--- src/rtl/ttt_move_if.sv ---
// Move-request and game-state bundle between the input conditioner, the move
// engine and the downstream display path.
interface ttt_move_if;
  logic [3:0]  cell_sel;
  logic        place;
  logic        new_game;
  logic [17:0] board;
  logic        turn;
  logic        move_ok;
  logic        move_err;
  logic [1:0]  winner;
  logic [7:0]  win_line;
  logic        game_over;

  modport master (
    output cell_sel, place, new_game,
    input  board, turn, move_ok, move_err, winner, win_line, game_over
  );

  modport slave (
    input  cell_sel, place, new_game,
    output board, turn, move_ok, move_err, winner, win_line, game_over
  );
endinterface

--- src/rtl/ttt_move_engine.sv ---
// Tic-tac-toe game logic: holds the board, alternates turns, rejects illegal
// moves and reports win/draw with the completed lines.
//
// state | meaning
// PLAY  | waiting for a move from the player in turn
// CHECK | evaluating the board after an accepted move
// OVER  | game decided; moves are rejected until new_game
module ttt_move_engine #(
  parameter logic FIRST_PLAYER = 1'b0
) (
  input logic       clk,
  input logic       rst,
  ttt_move_if.slave mv
);

  typedef enum logic [1:0] {
    PLAY  = 2'd0,
    CHECK = 2'd1,
    OVER  = 2'd2
  } state_t;

  state_t state_q, state_d;

  logic [17:0] board_q, board_d;
  logic        turn_q, turn_d;
  logic [3:0]  count_q, count_d;
  logic [1:0]  winner_q, winner_d;
  logic [7:0]  win_line_q, win_line_d;
  logic        game_over_q, game_over_d;
  logic        move_ok_q, move_ok_d;
  logic        move_err_q, move_err_d;

  logic [3:0]  cell_idx;
  logic [4:0]  bit_idx;
  logic        cell_valid;
  logic        cell_empty;
  logic        move_legal;
  logic [1:0]  mover_code;
  logic [7:0]  mover_lines;

  // Lines fully held by player code p.
  function automatic logic [7:0] lines_of(input logic [17:0] b, input logic [1:0] p);
    logic [8:0] m;
    logic [7:0] l;
    for (int i = 0; i < 9; i++) begin
      m[i] = (b[2*i +: 2] == p);
    end
    l[0] = m[0] & m[1] & m[2];
    l[1] = m[3] & m[4] & m[5];
    l[2] = m[6] & m[7] & m[8];
    l[3] = m[0] & m[3] & m[6];
    l[4] = m[1] & m[4] & m[7];
    l[5] = m[2] & m[5] & m[8];
    l[6] = m[0] & m[4] & m[8];
    l[7] = m[2] & m[4] & m[6];
    return l;
  endfunction

  // Out-of-range selects are steered to cell 0 so the read never leaves the board.
  assign cell_valid  = (mv.cell_sel <= 4'd8);
  assign cell_idx    = cell_valid ? mv.cell_sel : 4'd0;
  assign bit_idx     = {cell_idx, 1'b0};
  assign cell_empty  = (board_q[bit_idx +: 2] == 2'b00);
  assign move_legal  = cell_valid && cell_empty;
  assign mover_code  = turn_q ? 2'b10 : 2'b01;
  assign mover_lines = lines_of(board_q, mover_code);

  always_ff @(posedge clk or posedge rst) begin
    if (rst) begin
      state_q     <= PLAY;
      board_q     <= '0;
      turn_q      <= FIRST_PLAYER;
      count_q     <= '0;
      winner_q    <= 2'b00;
      win_line_q  <= '0;
      game_over_q <= 1'b0;
      move_ok_q   <= 1'b0;
      move_err_q  <= 1'b0;
    end else begin
      state_q     <= state_d;
      board_q     <= board_d;
      turn_q      <= turn_d;
      count_q     <= count_d;
      winner_q    <= winner_d;
      win_line_q  <= win_line_d;
      game_over_q <= game_over_d;
      move_ok_q   <= move_ok_d;
      move_err_q  <= move_err_d;
    end
  end

  always_comb begin
    state_d = state_q;
    if (mv.new_game) begin
      state_d = PLAY;
    end else begin
      case (state_q)
        PLAY:    if (mv.place && move_legal) state_d = CHECK;
        CHECK:   if ((|mover_lines) || (count_q == 4'd9)) state_d = OVER;
                 else state_d = PLAY;
        OVER:    state_d = OVER;
        default: state_d = PLAY;
      endcase
    end
  end

  always_comb begin
    board_d     = board_q;
    turn_d      = turn_q;
    count_d     = count_q;
    winner_d    = winner_q;
    win_line_d  = win_line_q;
    game_over_d = game_over_q;
    move_ok_d   = 1'b0;
    move_err_d  = 1'b0;
    if (mv.new_game) begin
      board_d     = '0;
      turn_d      = FIRST_PLAYER;
      count_d     = '0;
      winner_d    = 2'b00;
      win_line_d  = '0;
      game_over_d = 1'b0;
    end else begin
      case (state_q)
        PLAY: begin
          if (mv.place) begin
            if (move_legal) begin
              board_d[bit_idx +: 2] = mover_code;
              count_d   = count_q + 4'd1;
              move_ok_d = 1'b1;
            end else begin
              move_err_d = 1'b1;
            end
          end
        end
        CHECK: begin
          // A win on the final move outranks the draw.
          if (|mover_lines) begin
            winner_d    = mover_code;
            win_line_d  = mover_lines;
            game_over_d = 1'b1;
          end else if (count_q == 4'd9) begin
            winner_d    = 2'b11;
            win_line_d  = '0;
            game_over_d = 1'b1;
          end else begin
            turn_d = ~turn_q;
          end
        end
        OVER: begin
          if (mv.place) move_err_d = 1'b1;
        end
        default: ;
      endcase
    end
  end

  assign mv.board     = board_q;
  assign mv.turn      = turn_q;
  assign mv.move_ok   = move_ok_q;
  assign mv.move_err  = move_err_q;
  assign mv.winner    = winner_q;
  assign mv.win_line  = win_line_q;
  assign mv.game_over = game_over_q;

endmodule

--- src/flat_wrapper.sv ---
// flat-port wrapper written by rule: the top's interface ports become plain ports
module ttt_move_engine_flat 
#(
  parameter logic FIRST_PLAYER = 1'b0
)
  (clk, rst, mv_cell_sel, mv_place, mv_new_game, mv_board, mv_turn, mv_move_ok, mv_move_err, mv_winner, mv_win_line, mv_game_over);
  ttt_move_if mv_i ();
  input logic clk;
  input logic rst;
  input wire logic [$bits(mv_i.cell_sel)-1:0] mv_cell_sel;
  input wire logic [$bits(mv_i.place)-1:0] mv_place;
  input wire logic [$bits(mv_i.new_game)-1:0] mv_new_game;
  output wire logic [$bits(mv_i.board)-1:0] mv_board;
  output wire logic [$bits(mv_i.turn)-1:0] mv_turn;
  output wire logic [$bits(mv_i.move_ok)-1:0] mv_move_ok;
  output wire logic [$bits(mv_i.move_err)-1:0] mv_move_err;
  output wire logic [$bits(mv_i.winner)-1:0] mv_winner;
  output wire logic [$bits(mv_i.win_line)-1:0] mv_win_line;
  output wire logic [$bits(mv_i.game_over)-1:0] mv_game_over;
  assign mv_i.cell_sel = mv_cell_sel;
  assign mv_i.place = mv_place;
  assign mv_i.new_game = mv_new_game;
  assign mv_board = mv_i.board;
  assign mv_turn = mv_i.turn;
  assign mv_move_ok = mv_i.move_ok;
  assign mv_move_err = mv_i.move_err;
  assign mv_winner = mv_i.winner;
  assign mv_win_line = mv_i.win_line;
  assign mv_game_over = mv_i.game_over;
  ttt_move_engine #(.FIRST_PLAYER(FIRST_PLAYER)) u_core (.clk(clk), .rst(rst), .mv(mv_i));
endmodule
--- config.mk ---
export PLATFORM = sky130hd
export DESIGN_NAME = ttt_move_engine_flat
export DESIGN_NICKNAME = d
export VERILOG_FILES = /design/src/rtl/ttt_move_if.sv /design/src/rtl/ttt_move_engine.sv /design/src/flat_wrapper.sv
export SDC_FILE = /design/constraint.sdc
export NUM_CORES = 1
export LEC_CHECK = 0
export CORE_MARGIN = 2
export CORE_UTILIZATION = 40
export DETAILED_ROUTE_END_ITERATION = 8
export GPL_TIMING_DRIVEN = 0
export PLACE_DENSITY = 0.61
export SLEW_MARGIN = 40
export SYNTH_ARGS = -nofsm -noshare
export SYNTH_HDL_FRONTEND = slang
export SYNTH_SLANG_ARGS = --single-unit
--- constraint.sdc ---
create_clock -name clk -period 2.6 [get_ports clk]
set_input_delay 0.26 -clock clk [delete_from_list [all_inputs] [get_ports clk]]
set_output_delay 0.26 -clock clk [all_outputs]
set_load 0.005 [all_outputs]
==> flow_summary.toml, run 1 <==
[outcome]
status = "completed"

[pwr]
p_leak_nw = 1.27
p_per_area_nw_per_um2 = 401
clkPwrFrac = 0.362
p_seq_frac = 0.507
comb_power_share = 0.132
netSwitchingPower_w = 0.000323
internal_power_w = 0.000866
total_power_w = 0.00119
irDropWorstVdd_mv = 0.251
swShare = 0.272

[cts]
cts.clk_slew.worst_paths_ps = 80
post_cts_buffers = 0
cts_buffers = 5
htreeDepth = 2
clock_latency_ps = 290
cts_tree = "yes"
cts_sinks = 38
ctsHoldBuffers = 0
clockBufferDepth = 2
cts-root-buf = "clkbuf_8"

[floorplanning]
die-area_sq_um = 6540
rows = 27
core-area_sq_um = 5610
die_w_um = 80.9
die_h_um = 80.9
io_pins = 40
start_util = 0.421

[global_routing]
track_usage = 0.206
overflow = 0
antenna_found_initial = 0
grt_pass1_vias = 2073
grt_max_degree = 26
grt_pass1_wl_mm = 10.3

[placement]
gp_congestion = 0.859
dp_hpwl_mm = 4.72
pre_cts_ws_ps = -149
port_buffers = 38
place_area_sq_um = 2850

[min_path]
hp-class = "input pin to async pin"

[timing]
slew_headroom = 0.607
finalSetupTns_ps = 0
tightest_slew_ps = 589
fmaxAchievable_mhz = 410
hold_ws_ps = 234
fin_skew_ps = 6.63
finalHoldViolCount = 0
setup_viol = 0
drv_slew = 0
fin_crit_sh = 0.938
min_period_ps = 2440
rsz0062_at_grt = "no"
setup_slack_ps = 162

[worst_setup_path]
r2r_setup_slack_ps = 160
critPathArrivalTime_ps = 2620
path_max_fanout = 10
reg2regPathDepth = 7
crit_type = "register to register"
cp.required_ps = 2780
critPathCaptureType = "register"
timing.rr.start = "u_core.mv.turn"
worst_setup_path_start_kind = "register"
reg2reg_to = "u_core.mv.turn"

[cells_and_area]
syn_to_final_growth_pct = 25.5
multi_input_area_sq_um = 1340
register_area_sq_um = 951
diodes = 0
fin_nets = 316
drive_gt1_frac = 0.116
final_cell_area_sq_um = 2970
n_fill_cell = 561

[yosys]
ys_seq_elements = 38
synth_edf_count = 0
syn_area_per_cell_sq_um = 9.23
synthFlopType = "dfrtp_1"
syn_nets = 270
syn_area_sq_um = 2360
async_flop_share = 1.00
synth_cell_types = 56
yosys_warnings = 0
synth_cells = 256
synth-seq-area-share = 0.402

[routing]
ant_nets = 0
vias_per_cell = 5.48
drt_iter0_drc = 72
vias = 2054
drc = 0
firstDrtPassIters = 4
wire_per_inst_um = 16.3
totalWireLength_mm = 6.13

[flow_run]
cap_violations = 0
[state kept, by name, indices dropped and copies added (netlist names)]
register,cells
u_core.mv.move_ok,1
u_core.state_q,2
u_core.mv.game_over,1
u_core.mv.board,18
u_core.mv.turn,1
u_core.mv.move_err,1
u_core.count_q,4
u_core.mv.winner,2
u_core.mv.win_line,8
[cells in the final DEF, fill, tap and decap left out, types with 2 or more instances in the layout]
master | netlist | final
a211oi_1 | 3 | 3
a21oi_1 | 13 | 13
a21oi_2 | 3 | 3
a221oi_1 | 2 | 2
a22oi_1 | 5 | 5
and3b_2 | 4 | 4
clkbuf_1 | 4 | 4
clkbuf_8 | 0 | 6
clkdlybuf4s50_1 | 0 | 38
dfrtp_1 | 38 | 38
ha_1 | 6 | 6
inv_1 | 8 | 7
mux2i_1 | 16 | 16
nand2_1 | 35 | 35
nand2b_1 | 7 | 7
nand3_1 | 7 | 7
nand3b_1 | 2 | 2
nand4_1 | 6 | 6
nor2_1 | 22 | 22
nor2b_1 | 12 | 12
nor3_1 | 5 | 5
nor3b_1 | 4 | 4
o21ai_0 | 4 | 4
o22ai_1 | 5 | 4
o32ai_1 | 3 | 3
or2_2 | 2 | 2
or3_1 | 4 | 4
or3_2 | 2 | 2
or3b_1 | 3 | 3
xnor2_1 | 3 | 3
[worst max-delay path by stage]
stage	from	slack (ps)	depth (start not counted)	endpoint
2_1_floorplan	u_core.mv.turn	400	7	u_core.mv.turn
3_3_place_gp	mv_cell_sel[3]	-180	7	u_core.mv.board[5]
5_1_grt	u_core.mv.turn	50	9	u_core.mv.win_line[5]
6_report	u_core.mv.turn	160	7	u_core.mv.turn
3_5_place_dp	mv_cell_sel[3]	-150	9	u_core.mv.board[4]
4_1_cts	u_core.mv.turn	150	9	u_core.mv.win_line[2]
[synth_stat cells (2+ instances only)]
cell type,number,area (sq um)
nor2_1,22,82.6
o22ai_1,5,31.3
mux2i_1,16,160
a221oi_1,2,17.5
inv_1,8,30.0
nand3_1,7,35.0
nand4_1,6,37.5
nand3b_1,2,15.0
o32ai_1,3,26.3
and3b_2,4,40.0
a21oi_1,13,65.1
nor3_1,5,25.0
ha_1,6,75.1
xnor2_1,3,26.3
nor3b_1,4,30.0
clkbuf_1,4,15.0
a211oi_1,3,22.5
dfrtp_1,38,951
o21ai_0,4,20.0
a22oi_1,5,37.5
or3b_1,3,26.3
or3_1,4,25.0
or3_2,2,15.0
nor2b_1,12,75.1
nand2_1,35,131
a21oi_2,3,26.3
or2_2,2,12.5
nand2b_1,7,43.8
[repair_timing]
action | CTS | global route
hold endpoints to repair | 0 | 0
resized for setup | 0 | 3
endpoints found under the setup margin | 0 | 6
[kinds of logic after synthesis]
| family | count (synthesis) | synth area share |
|---|---|---|
| compound gates | 49 | 0.150 |
| xor+xnor | 4 | 0.0148 |
| fa+ha+maj | 6 | 0.0318 |
| buf+inv | 17 | 0.0371 |
| flops | 38 | 0.402 |
| mux | 19 | 0.0847 |
| simple gates | 123 | 0.279 |
[routing by layer]
layer	vias up	track usage	part of all wire
met3	8	0.0389	0.042
li1	1013	-	-
met1	988	0.276	0.46
met4	0	0.0593	0.014
met5	-	0	0
met2	45	0.340	0.48
[final cells by class]
cell class / count / area share
buffer: 8 / 0.0181
clock buffer: 6 / 0.0278
clock inverter: 2 / 0.00422
inverter: 9 / 0.0114
multi-input combinational: 201 / 0.453
sequential: 38 / 0.321
tap: 72 / 0.0304
timing repair buffer: 39 / 0.135
[stage by stage]
step                 util  instances
CTS                 0.526        375
global placement    0.505        366
finish              0.529        375
global route        0.529        375
detailed placement  0.509        367
floorplan               -        256
[critical path, cell delays in order (launching register included)]
cell	delay (ps)
dfrtp_1	440
buf_6	170
and3b_2	210
a21oi_2	220
o22ai_1	130
a2111o_1	440
or3_1	400
mux2_4	300
[power by group through the flow]
stage	registers, W	logic [W]	clock network, W
after floorplan	0.000613	0.0000977	0
after detailed placement	0.000614	0.000153	0
after global routing	0.000604	0.000171	0.000480
after global placement	0.000614	0.000148	0
final	0.000603	0.000157	0.000430
after CTS	0.000603	0.000153	0.000449
(Power assumes the default switching activity.)
==> run 2: changes to the inputs <==
--- a/config.mk
+++ b/config.mk
@@ -8,7 +8,7 @@
 export CORE_MARGIN = 2
 export CORE_UTILIZATION = 40
 export DETAILED_ROUTE_END_ITERATION = 8
-export GPL_TIMING_DRIVEN = 0
+export GPL_ROUTABILITY_DRIVEN = 0
 export PLACE_DENSITY = 0.61
 export SLEW_MARGIN = 40
 export SYNTH_ARGS = -nofsm -noshare
==> flow_summary.toml, run 2 (synthesis results as in run 1) <==
[cts]
clock_latency_ps = 290
cts_tree = "yes"
clockBufferDepth = 2
ctsHoldBuffers = 0
cts-root-buf = "clkbuf_8"
htreeDepth = 2
cts_sinks = 38
cts_buffers = 5
cts.clk_slew.worst_paths_ps = 70

[placement]
dp_hpwl_mm = 4.79
port_buffers = 39
dp_cells = 380
place_area_sq_um = 2950

[timing]
slew_headroom = 0.627
min_period_ps = 2370
setup_viol = 0
fmaxAchievable_mhz = 421
hold_ws_ps = 391
tightest_slew_ps = 554
finalSetupTns_ps = 0
fin_skew_ps = 8.73
fin_crit_sh = 0.913
rsz0062_at_grt = "no"
drv_slew = 0
finalHoldViolCount = 0

[pwr]
p_leak_nw = 1.34
irDropWorstVdd_mv = 0.265
p_per_area_nw_per_um2 = 395

[cells_and_area]
fin_nets = 329
n_fill_cell = 554
final_cell_mix = "39 x clkdlybuf4s50_1, 37 x dfrtp_1, 35 x nand2_1"
largest_reg_flops = 18
final_common_cell = "clkdlybuf4s50_1"
final_cell_area_sq_um = 3040
drive_gt1_frac = 0.155
syn_to_final_growth_pct = 28.8
finalNonFillerCells = 388
diodes = 0

[worst_setup_path]
crit_path_top_delay_cell = "dfrtp_2"
crit_start = "u_core.mv.turn"
cp_cell_sequence = "buf_4, or3b_1, o22ai_1, nand2b_1, a2111o_1, o21ai_2, buf_4, nor2b_1, a311oi_1"
cp.depth = 9
critPathCaptureType = "register"
critPathArrivalTime_ps = 2560
reg2reg_to = "u_core.mv.winner[0]"
crit_type = "register to register"
timing.rr.start = "u_core.mv.turn"
path_max_fanout = 12
critPathBufInv = 2
max_stage_delay_ps = 490
worst_setup_path_start_kind = "register"
cp.required_ps = 2790
r2r_setup_slack_ps = 230
reg2regPathDepth = 9
timing.critical_path.mode_cell = "buf_4"
cp_top_family = "compound AO/OA/AOI/OAI gates"
crit_end = "u_core.mv.winner[0]"

[global_routing]
grt_max_degree = 39
overflow = 0
grt_pass1_vias = 2119
track_usage = 0.205
grt_pass1_wl_mm = 10.3
antenna_found_initial = 0

[routing]
drt_iter0_drc = 92
firstDrtPassIters = 5
vias_per_cell = 5.62
totalWireLength_mm = 6.20
wire_per_inst_um = 16.0
ant_nets = 0
drc = 0
vias = 2179

[floorplanning]
io_pins = 40
start_util = 0.421
rows = 27
core-area_sq_um = 5610
die-area_sq_um = 6540
die_w_um = 80.9
die_h_um = 80.9

[outcome]
status = "completed"

[flow_run]
cap_violations = 0

[min_path]
hp-class = "input pin to async pin"
-- run 2: cell type report --
| type | count | area [sq um] | area share |
|---|---|---|---|
| Multi-Input combinational cell | 201 | 1330 | 0.435 |
| Clock inverter | 2 | 12.5 | 0.00411 |
| Clock buffer | 6 | 82.6 | 0.0271 |
| Inverter | 9 | 33.8 | 0.0111 |
| Sequential cell | 38 | 952 | 0.313 |
| Timing Repair Buffer | 60 | 548 | 0.180 |
| Tap cell | 72 | 90.1 | 0.0296 |
-- run 2: through the flow --
stage	util	total power, W	worst slack (ps)
floorplan	-	0.000711	400
global placement	0.526	0.000779	134
detailed placement	0.526	0.000781	12.7
CTS	0.543	0.00121	132
global route	0.543	0.00126	3.17
finish	0.543	0.00120	226
-- run 2: per-layer routing --
metal	track usage	vias to the layer above	share of wire
met5	0	-	0
met4	0.0661	0	0.018
met3	0.0356	10	0.049
met2	0.331	69	0.47
met1	0.280	1056	0.46
li1	-	1044	-
-- run 2: how the worst min path moves through the flow --
stage | endpoint | slack (ps)
global route | u_core.mv.game_over | 450
CTS | u_core.mv.win_line[7] | 400
global placement | u_core.mv.win_line[7] | 500
finish | u_core.mv.winner[0] | 390
floorplan | u_core.count_q[0] | 450
detailed placement | u_core.mv.win_line[3] | 510
-- run 2: worst min-delay path, cell delays in order --
cell             delay, ps
clkdlybuf4s50_1        400
inv_1                   50
buf_4                  420
-- run 2: power by group --
part	internal, W	leakage [nW]	switching (W)
Sequential	0.000597	0.527	0.00000781
Combinational	0.0000678	0.769	0.0000970
Clock	0.000213	0.0472	0.000219
-- run 2: what timing repair did --
action | in CTS | in global routing
hold endpoints to repair | 0 | 0
resized for setup | 0 | 1
setup endpoints to repair | 0 | 7
setup buffers | 0 | 0
